**src/rtl/iter_stream_pkg.sv**
```systemverilog
// iter_stream shared types.
// One-hot sequencer state; each bit drives an output directly.
package iter_stream_pkg;

  localparam int IDLE_B = 0;
  localparam int RUN_B  = 1;
  localparam int DONE_B = 2;

  typedef enum logic [2:0] {
    ST_IDLE = 3'b001,
    ST_RUN  = 3'b010,
    ST_DONE = 3'b100
  } state_e;

endpackage

```
**src/rtl/iter_stream_if.sv**
```systemverilog
// Valid/ready index stream between sequencer and sink.
// Carries the index and the last-item flag.
interface iter_stream_if #(
  parameter int WIDTH = 5
) ();

  logic             valid;
  logic             ready;
  logic [WIDTH-1:0] data;
  logic             last;

  modport master (
    output valid,
    output data,
    output last,
    input  ready
  );

  modport slave (
    input  valid,
    input  data,
    input  last,
    output ready
  );

endinterface

```
**src/rtl/iter_stream_counter.sv**
```systemverilog
// Index counter with synchronous clear.
// Saturates at MAX_VALUE so it never wraps.
module iter_stream_counter #(
  parameter int MAX_VALUE = 16,
  parameter int WIDTH     = $clog2(MAX_VALUE + 1)
) (
  input  logic             clk,
  input  logic             clr_i,
  input  logic             en_i,
  output logic [WIDTH-1:0] count_o
);

  localparam logic [WIDTH-1:0] TOP = WIDTH'(MAX_VALUE);

  logic [WIDTH-1:0] count_q;
  logic [WIDTH-1:0] count_d;

  always_comb begin
    count_d = count_q;
    if (clr_i) begin
      count_d = '0;
    end else if (en_i && count_q != TOP) begin
      count_d = count_q + WIDTH'(1);
    end
  end

  always_ff @(posedge clk) begin
    count_q <= count_d;
  end

  assign count_o = count_q;

endmodule

```
**src/rtl/iter_stream.sv**
```systemverilog
// Push iterator: emits 0..MAX_VALUE-1 on a valid/ready
// stream per start pulse, then pulses done for one cycle.
module iter_stream
  import iter_stream_pkg::*;
#(
  parameter int MAX_VALUE = 16,
  parameter int WIDTH     = $clog2(MAX_VALUE + 1)
) (
  input  logic           clk,
  input  logic           reset,
  input  logic           start,
  iter_stream_if.master  m,
  output logic           busy,
  output logic           done
);

  localparam logic [WIDTH-1:0] LAST = WIDTH'(MAX_VALUE - 1);

  state_e           state_q;
  state_e           state_d;
  logic [WIDTH-1:0] cnt;
  logic             xfer;
  logic             last;
  logic             clr;

  assign xfer = state_q[RUN_B] && m.ready;
  assign last = state_q[RUN_B] && (cnt == LAST);
  assign clr  = reset || (state_q[IDLE_B] && start);

  iter_stream_counter #(
    .MAX_VALUE (MAX_VALUE),
    .WIDTH     (WIDTH)
  ) u_cnt (
    .clk     (clk),
    .clr_i   (clr),
    .en_i    (xfer),
    .count_o (cnt)
  );

  always_comb begin
    state_d = state_q;
    unique case (1'b1)
      state_q[IDLE_B]: if (start) state_d = ST_RUN;
      state_q[RUN_B]:  if (xfer && last) state_d = ST_DONE;
      state_q[DONE_B]: state_d = ST_IDLE;
      default:         state_d = ST_IDLE;
    endcase
  end

  always_ff @(posedge clk) begin
    if (reset) begin
      state_q <= ST_IDLE;
    end else begin
      state_q <= state_d;
    end
  end

  // Outputs are flop bits of the one-hot state; no ready->valid path.
  assign m.valid = state_q[RUN_B];
  assign m.data  = cnt;
  assign m.last  = last;
  assign busy    = state_q[RUN_B];
  assign done    = state_q[DONE_B];

endmodule

```
**src/flat_wrapper.sv**
```systemverilog
// flat-port wrapper written by rule: the top's interface ports become plain ports
module iter_stream_flat import iter_stream_pkg::*;
#(
  parameter int MAX_VALUE = 16,
  parameter int WIDTH     = $clog2(MAX_VALUE + 1)
)
  (clk, reset, start, busy, done, m_valid, m_data, m_last, m_ready);
  iter_stream_if #(.WIDTH(WIDTH)) m_i ();
  input  logic clk;
  input  logic reset;
  input  logic start;
  output logic busy;
  output logic done;
  output wire logic [$bits(m_i.valid)-1:0] m_valid;
  output wire logic [$bits(m_i.data)-1:0] m_data;
  output wire logic [$bits(m_i.last)-1:0] m_last;
  input wire logic [$bits(m_i.ready)-1:0] m_ready;
  assign m_valid = m_i.valid;
  assign m_data = m_i.data;
  assign m_last = m_i.last;
  assign m_i.ready = m_ready;
  iter_stream #(.MAX_VALUE(MAX_VALUE), .WIDTH(WIDTH)) u_core (.clk(clk), .reset(reset), .start(start), .m(m_i), .busy(busy), .done(done));
endmodule
```
**config.mk**
```make
export PLATFORM = sky130hd
export DESIGN_NAME = iter_stream_flat
export DESIGN_NICKNAME = d
export VERILOG_FILES = /design/src/rtl/iter_stream_pkg.sv /design/src/rtl/iter_stream_if.sv /design/src/rtl/iter_stream_counter.sv /design/src/rtl/iter_stream.sv /design/src/flat_wrapper.sv
export SDC_FILE = /design/constraint.sdc
export NUM_CORES = 1
export LEC_CHECK = 0
export ABC_CLOCK_PERIOD_IN_PS = 1500
export CORE_AREA = 8 8 45 47
export CTS_CLUSTER_DIAMETER = 150
export DETAILED_ROUTE_END_ITERATION = 7
export DIE_AREA = 0 0 53 55
export PLACE_DENSITY_LB_ADDON = 0.08
export SYNTH_ARGS = -nofsm -noshare
export SYNTH_HDL_FRONTEND = slang
export SYNTH_SLANG_ARGS = --single-unit
export TNS_END_PERCENT = 1
```
**constraint.sdc**
```tcl
create_clock -name clk -period 1.5 [get_ports clk]
set_input_delay 0.3 -clock clk [delete_from_list [all_inputs] [get_ports clk]]
set_output_delay 0.3 -clock clk [all_outputs]
set_load 0.1 [all_outputs]
```
==> results.ini, run 1 <==
[layout]
fin_nets = 75
syn2layout_area_growth_pct = 84.7
antenna_cells = 0
drive_gt1_share_pct = 48.5
most-common-layout-cells = 9 x buf_12, 6 x buf_4, 5 x nand2_1
fin_util_pct = 54.4
final_common_cell = buf_12

[sta]
skew_ns = 0.00687
setup_violations = 1
rsz0062_at_grt = yes
setup_tns_ns = -0.191
drv_slew = 0
fin_crit_ns = 1.69
fin_ws_ns = -0.191
tightest_slew_ns = 0.239
slew_headroom_pct = 84.1
fin_crit_sh_pct = 113
fmax_ghz = 0.591
hold_viol_final = 0

[synthesis]
syn_area_um2 = 408
synth_seq_area_share_pct = 39.3
syn-num-nets = 53
synth_cell_type_count = 22
synth.yosys.warnings = 0
synthArstFlopShare_pct = 0
synth_cells = 46
ys_ff_latch = 8
synth.avg_cell_area_um2 = 8.87
synth_ff_type = dfxtp_1
synth_edf_count = 0

[cts]
cts_hold_buf = 0
cts_tree = built
htree_levels = 1
clk_path_buf_depth = 2
insertion_delay_ns = 0.25
root_buffer = clkbuf_4
cts_sinks = 8
clkSlewWorstSetupHoldPaths_ns = 0.05
numCtsBuffers = 3

[power_and_ir_drop]
peakVddDrop_mv = 0.544
power_density_nw_per_um2 = 673
p_leak_nw = 0.290

[critical_path]
critPathLaunchType = flop
critPathRequiredTime_ns = 1.20
critPathCaptureType = output port
rr_startpoint = u_core.u_cnt.count_o[0]
critPathKind = flop to output port
startpoint = u_core.u_cnt.count_o[0]
crit_fanout = 2
worstPathArrival_ns = 1.39

[global_routing]
antenna_found_initial = 0
grt_pass1_wl_um = 1630
track_usage_pct = 7.44
gr-total-overflow = 0
grt_pass1_vias = 400
grt_max_degree = 9

[detailed_routing]
drc = 0
vias = 414
drt-pass1-iter-count = 4
wirelength_um = 957
drtIter0Drc = 6
drtAntennaViolNets = 0
vias_per_cell = 5.05
wl_per_cell_um = 11.7

[floorplan]
die_w_um = 53
rows = 14
coreArea_um2 = 1380
die-area_um2 = 2920
die_height_um = 55
pin_count = 13
initial_core_util_pct = 29.5

[placed_design]
detailedPlace.worstSlack_ns = 0.0315
place.gp.congestion = 0.654
dp_hpwl_um = 778
io_buffers = 12

[run_status]
run_status = finished with violations
violations = negative setup slack

[hold_path]
hp-start = u_core.state_q[0]
hold_class = flop to flop

[flow_run]
drv_cap = 0

critical path, stage by stage (launching register included):
cell and delay (ns):
dfxtp_4 0.35, ha_4 0.15, and3_4 0.18, ha_4 0.15, and2_4 0.15, buf_12 0.16
power breakdown:
| part | switching (mW) | internal [mW] | leakage (nW) |
|---|---|---|---|
| Combinational | 0.0743 | 0.0482 | 0.207 |
| Sequential | 0.0120 | 0.214 | 0.0690 |
| Clock | 0.0680 | 0.0912 | 0.0138 |
worst paths after layout:
check	slack, ns	cells after the start	endpoint
hold reg to reg	0.51	2	u_core.state_q[1]
hold / removal	0.51	2	u_core.state_q[1]
setup / recovery	-0.19	5	m_last
setup reg to reg	0.04	6	u_core.u_cnt.count_o[0]
cell families (layout without fill, tap and decap cells):
kind of cell             count (synthesis)  count (layout)  synth area share, %
AO/OA/AOI/OAI                           13              13                 20.6
flip-flops                               8               8                 39.3
buffers and inverters                    5              25                 5.52
adder cells (fa/ha/maj)                  3               3                 9.20
multiplexers                             1               1                 2.45
AND/OR/NAND/NOR                         16              16                 23.0
synth_stat cells, types with 2 or more instances:
| library cell | n | area (um2) |
|---|---|---|
| a21o_1 | 2 | 15.0 |
| a21oi_1 | 4 | 20.0 |
| nand2_1 | 5 | 18.8 |
| nand2b_1 | 2 | 12.5 |
| ha_1 | 3 | 37.5 |
| a31oi_1 | 2 | 12.5 |
| dfxtp_1 | 8 | 160 |
| or3_1 | 2 | 12.5 |
| inv_1 | 4 | 15.0 |
| o21ai_0 | 2 | 10.0 |
per-layer routing:
| layer | vias to the layer above | global-route usage, % | routed length [um] |
|---|---|---|---|
| met3 | 0 | 4.81 | 84 |
| met2 | 12 | 12.7 | 483 |
| li1 | 209 | - | - |
| met5 | - | 0 | 0 |
| met1 | 193 | 7.63 | 389 |
| met4 | 0 | 1.29 | 0 |
flip-flops by register name, summed over array words and instances, names as in the netlist:
name and cells:
u_core.state_q 3, u_core.u_cnt.count_o 5
per-stage QoR:
step | cells | hold WS, ns | area (um2) | power (mW)
after detailed placement | 77 | 0.506 | 709 | 0.351
after global placement | 77 | 0.510 | 709 | 0.350
after CTS | 82 | 0.514 | 747 | 0.515
after global routing | 82 | 0.552 | 753 | 0.533
final | 82 | 0.513 | 753 | 0.507
after floorplan | 46 | 0.362 | 457 | 0.300
area by class of cell:
class / count / area (um2)
Clock buffer: 3 / 22.5
Fill cell: 133 / 631
Inverter: 4 / 15.0
Multi-Input combinational cell: 33 / 263
Sequential cell: 8 / 178
Tap cell: 16 / 20.0
Timing Repair Buffer: 18 / 255
what timing repair did:
item                                   CTS  global route
gates resized for setup                  0             2
endpoints found under the hold margin    0             0
setup buffers                            2             0
cloned                                   0             0
setup endpoints to repair                1             5
pin swaps                                2             2
Note: power is estimated with default switching activity, not from simulation.
==> inputs of run 2 (changes only) <==
- CAP_MARGIN: default -> 20
==> results of run 2 <==
The final DEF is identical to that of run 1; final timing and power are the same.
==> inputs of run 3 (changes only) <==
- ABC_CLOCK_PERIOD_IN_PS: 1500 -> 1420
- GPL_ROUTABILITY_DRIVEN: default -> 0
- clock period: 1.5 -> 1.42 ns (I/O delays scaled with it)
==> run 3 against run 2 <==
Net effect: the flow still finishes with violations (negative setup slack); global-route usage down 0.39 points; clock skew down 0.0029 ns; cell count increased by 3.7%; clock-buffer cell count is the same; sequential share of layout area shrank 0.57 points; design area is 2.5% higher; setup slack worse by 0.075 ns; critical path depth unchanged; highest routed layer is now met4.
==> results.ini, run 3 (same netlist as run 1, synthesis figures left out) <==
[cts]
clkSlewWorstSetupHoldPaths_ns = 0.05  ; about the same
cts_sinks = 8  ; unchanged
root_buffer = clkbuf_4  ; unchanged
htree_levels = 1  ; unchanged
insertion_delay_ns = 0.25  ; about the same
numCtsBuffers = 3  ; unchanged
cts_tree = built  ; unchanged
cts_hold_buf = 0  ; unchanged
clk_path_buf_depth = 2  ; unchanged

[global_routing]
met3_usage_pct = 4.81  ; unchanged
grt_max_degree = 7  ; was 9
grt_pass1_vias = 354  ; was 400
gr-total-overflow = 0  ; unchanged
busiest_layer = met2  ; unchanged
antenna_found_initial = 0  ; unchanged
grt_pass1_wl_um = 1460  ; was 1630 um
grtUsageMet2_pct = 10.9  ; was 12.7%
track_usage_pct = 7.05  ; was 7.44%
globalRouteMet1Util_pct = 7.00  ; was 7.63%

[hold_path]
worstHoldPathCells = 2  ; unchanged
worstHoldEndpoint = u_core.state_q[1]  ; unchanged
hold_class = flop to flop  ; unchanged
hp-start = u_core.state_q[0]  ; unchanged

[sta]
setup_violations = 1  ; unchanged
fin_crit_ns = 1.69
skew_ns = 0.00396  ; was 0.00687 ns
fin_crit_sh_pct = 119
slew_headroom_pct = 84.0  ; was 84.1%
fmax_ghz = 0.593
tightest_slew_ns = 0.240  ; was 0.239 ns
drv_slew = 0  ; unchanged
whs_ns = 0.516  ; was 0.513 ns
hold_viol_final = 0  ; unchanged
rsz0062_at_grt = yes  ; unchanged
fin_ws_ns = -0.265  ; was -0.191 ns

[detailed_routing]
wl_per_cell_um = 10.8  ; was 11.7 um
drtIter0Drc = 3  ; was 6
drc = 0  ; unchanged
vias_per_cell = 4.62  ; was 5.05
drt-pass1-iter-count = 3  ; was 4
drtAntennaViolNets = 0  ; unchanged
vias = 393  ; was 414
wirelength_um = 917  ; was 957 um

[layout]
final_cell_count_no_fill = 85  ; was 82
fin_nets = 78  ; was 75
syn2layout_area_growth_pct = 89.3  ; was 84.7%
fin_area_um2 = 772  ; was 753 um2
antenna_cells = 0  ; unchanged
most-common-layout-cells = 9 x buf_12, 9 x buf_4, 5 x nand2_1  ; was 9 x buf_12, 6 x buf_4, 5 x nand2_1
drive_gt1_share_pct = 49.3  ; was 48.5%
largest_reg_flops = 5  ; unchanged

[critical_path]
critPathKind = flop to output port  ; unchanged
critPathRequiredTime_ns = 1.14  ; was 1.20 ns
reg2reg_depth = 6  ; unchanged
rrSetupSlack_ns = 0.04  ; about the same
critPathCaptureType = output port  ; unchanged
worstPathArrival_ns = 1.40  ; was 1.39 ns
crit_fanout = 2  ; unchanged
rr_startpoint = u_core.u_cnt.count_o[0]  ; unchanged
critPathLaunchType = flop  ; unchanged
worst_r2r_endpoint = u_core.u_cnt.count_o[0]  ; unchanged

[floorplan]
pin_count = 13  ; unchanged
coreArea_um2 = 1380  ; unchanged
die_height_um = 55  ; unchanged
rows = 14  ; unchanged
die-area_um2 = 2920  ; unchanged
die_w_um = 53  ; unchanged
initial_core_util_pct = 29.5  ; unchanged

[placed_design]
detailedPlace.worstSlack_ns = -0.00348  ; was 0.0315 ns
io_buffers = 12  ; unchanged
dp_hpwl_um = 807  ; was 778 um
placedCellCount = 81  ; was 77
place_area_um2 = 739  ; was 709 um2

[power_and_ir_drop]
total_power_mw = 0.542  ; was 0.507 mW
p_leak_nw = 0.306  ; was 0.290 nW
power_density_nw_per_um2 = 702  ; was 673 nW/um2
peakVddDrop_mv = 0.495  ; was 0.544 mV

[run_status]
run_status = finished with violations  ; unchanged
violations = negative setup slack  ; unchanged

[flow_run]
drv_cap = 0  ; unchanged

-- run 3: changes by cell type in the layout (fill, tap and decap cells not counted) --
cell	delta
a21oi_1	+1
a21oi_2	-1
buf_4	+3
-- run 3: worst max-delay path, stage by stage, from the launching register on --
cell     delay, ns
dfxtp_4       0.35
ha_4          0.16
and3_4        0.18
ha_4          0.15
and2_4        0.15
buf_12        0.16
-- run 3: area by class of cell --
cell class	instances	area (um2)
sequential	8	178
clock buffer	3	22.5
multi-input combinational	33	259
fill	125	612
timing repair buffer	21	278
inverter	4	15.0
tap	16	20.0
-- run 3: what timing repair did --
action / in CTS / in global routing
hold endpoints to repair: 0 / 0
endpoints found under the setup margin: 1 / 5
resized for setup: 0 / 1
pin swaps: 0 / 1
cloned: 0 / 0
buffers inserted: 1 / 0
-- run 3: metrics by stage --
step / util, % / setup TNS (ns)
detailed placement: 53.4 / -0.00448
global placement: 53.4 / -0.00179
global route: 55.8 / -0.351
CTS: 55.6 / -0.275
floorplan: - / -0.286
finish: 55.8 / -0.265
-- run 3: routing by layer --
metal  vias to the layer above  routed length (um)  share of wire (%)
met4                         0                   9               0.98
met5                         -                   0                  0
li1                        208                   -                  -
met3                         2                  78                8.5
met1                       176                 382                 42
met2                         7                 446                 49
-- run 3: how the worst max path moves through the flow --
stage / cells after the start / slack (ns) / to / startpoint
floorplan: 4 / -0.22 / m_last / u_core.u_cnt.count_o[1]
global placement: 4 / -0.001 / u_core.u_cnt.count_o[3] / m_ready
detailed placement: 4 / -0.003 / u_core.u_cnt.count_o[0] / m_ready
CTS: 5 / -0.27 / m_last / u_core.u_cnt.count_o[0]
global route: 5 / -0.30 / m_last / u_core.u_cnt.count_o[0]
finish: 5 / -0.27 / m_last / u_core.u_cnt.count_o[0]
-- run 3: power by group --
| group | total, mW | switching, mW | internal, mW |
|---|---|---|---|
| Clock | 0.171 | 0.0748 | 0.0965 |
| Sequential | 0.235 | 0.00901 | 0.226 |
| Combinational | 0.136 | 0.0808 | 0.0549 |
| Total | 0.542 | 0.165 | 0.377 |
==> RTL change, RTL diff (config.mk and constraints of run 2) <==
Make the reset (`reset`) asynchronous in one clocked block.
--- a/src/rtl/iter_stream.sv
+++ b/src/rtl/iter_stream.sv
@@ -47,7 +47,7 @@
     endcase
   end
 
-  always_ff @(posedge clk) begin
+  always_ff @(posedge clk or posedge reset) begin
     if (reset) begin
       state_q <= ST_IDLE;
     end else begin
Check against the original RTL: differs if reset is asserted again (counterexample within 4 cycles, from zero or initial values and one cycle with reset high); with reset held inactive, the same outputs for 10 cycles.
==> RTL change against run 2 <==
- the run still ends with negative setup slack left
- die area unchanged
- critical path type unchanged
- worst setup slack got worse by 0.022 ns
- non-clock buffer count unchanged
- final cell count shrank 2.4%
- final area rose by 2.2%
- sequential cell count stayed put
- synthesized area increased by 1.2%
- via count decreased by 4.1%
- sequential share of layout area increased by 1.6 points
- critical endpoint unchanged
- wire length rose by 21%
Power is not compared: it rests on default switching activity, and its combinational part moved more than twofold at a synthesized area within 25%.
==> RTL change: results (changes against run 2) <==
status -> finished with violations
failing checks -> negative setup slack
#MultiIn Comb -> 29 (-12%)
Worst Max-Slew Pin Slew -> 0.265 ns (+0.0265 ns)
GRT Overall Usage -> 9.27% (+1.8 points)
routed wl met2 -> 603 um (+25%)
Non-Filler Instances -> 80 (-2.4%)
Layout clock area frac -> 3.41% (+0.42 points)
vias in the first global route -> 398 (-0.50%)
r2r worst-path depth -> 7 (+1)
Hold WS -> 0.279 ns (-0.234 ns)
clock skew -> 0.00801 ns (+0.00113 ns)
final setup vio count -> 3 (+2)
fraction of area in multi-input gates -> 33.2% (-1.7 points)
post-route worst setup slack -> -0.213 ns (-0.0223 ns)
M1 wire length -> 446 um (+15%)
internal reg-to-reg setup slack -> -0.05 ns (-0.09 ns)
Post-synth top cells -> dfxtp_1 (5), inv_1 (5), a21oi_1 (3), ha_1 (3), nand2_1 (3)
Via-to-Cell Ratio -> 4.96 (-1.7%)
Synth area leader -> dfxtp_1
routability cong. -> 0.838 (+28%)
synthesized area per cell -> 9.60 um^2 (+8.3%)
Worst R2R Start -> u_core.u_cnt.count_o[1]$_SDFFE_PP0P_
HP Class -> in2async
fill count -> 120 (-9.8%)
signal buffers share of area -> 33.2% (-0.72 points)
fraction of layout cells with a size suffix above 1 -> 51.6% (+3.1 points)
top cells by area, synth -> dfxtp_1 (24%), dfrtp_1 (12%), ha_1 (9.1%), dfstp_2 (6.4%), mux2i_1 (4.8%)
Post-Route WL -> 1160 um (+21%)
Setup Total Neg Slack -> -0.284 ns (-0.0937 ns)
Non-CTS inverters -> 5 (+1)
Layout clock buffers -> 4 (+1)
Post-DP Area -> 699 um^2 (-1.4%)
global-route wire length before repair -> 1870 um (+15%)
DPL Wire Length -> 901 um (+16%)
Worst EP arrival -> 1.41 ns (+0.02 ns)
synth unique cells -> 24 (+9.1%)
part of the Yosys area used for sequential elements -> 42.7% (+3.5 points)
multi-input logic area -> 255 um^2 (-2.9%)
Setup WS pre-CTS -> -0.0197 ns (-0.0512 ns)
sequential cell area share -> 25.2% (+1.6 points)
DRT iter0 DRCs -> 3 (-3)
Post-synth ARST share -> 37.5% (+38 points)
num sequential -> 8 (unchanged)
wire length on met3 -> 97 um (+15%)
-- RTL change: changes by cell type in the layout (fill, tap and decap cells not counted), moves of 2 or more --
cell / change
a31oi_1: -2
dfxtp_1: -2
nand2_1: -2
nand2b_1: -2
-- RTL change: how the worst max path moves through the flow --
stage                                                     from                                    to  slack, ns  depth (start not counted)
after floorplan           u_core.u_cnt.count_o[1]$_SDFFE_PP0P_                                m_last      -0.15                          4
after global placement                                 m_ready  u_core.u_cnt.count_o[0]$_SDFFE_PP0P_       0.02                          4
after detailed placement  u_core.u_cnt.count_o[1]$_SDFFE_PP0P_  u_core.u_cnt.count_o[1]$_SDFFE_PP0P_      -0.02                          6
after CTS                 u_core.u_cnt.count_o[0]$_SDFFE_PP0P_                                m_last      -0.23                          5
after global routing      u_core.u_cnt.count_o[0]$_SDFFE_PP0P_                                m_last      -0.25                          5
final                     u_core.u_cnt.count_o[0]$_SDFFE_PP0P_                                m_last      -0.21                          5
-- RTL change: cell families after synthesis --
logic type | Yosys count | synth area share, %
flops | 8 | 42.7
compound gates | 11 | 18.8
fa+ha+maj | 3 | 9.09
buf+inv | 6 | 6.36
simple gates | 13 | 18.2
mux | 2 | 4.85
-- RTL change: metal layers --
layer | up-vias | global-route usage [%]
met1 | 190 | 7.68
li1 | 195 | -
met2 | 10 | 16.2
met5 | - | 0
met3 | 2 | 5.61
met4 | 0 | 6.47
-- RTL change: what timing repair did --
| item | in CTS | in global routing |
|---|---|---|
| resized for setup | 3 | 1 |
| buffers inserted | 3 | 1 |
| pin swaps | 3 | 2 |
| setup endpoints to repair | 3 | 5 |
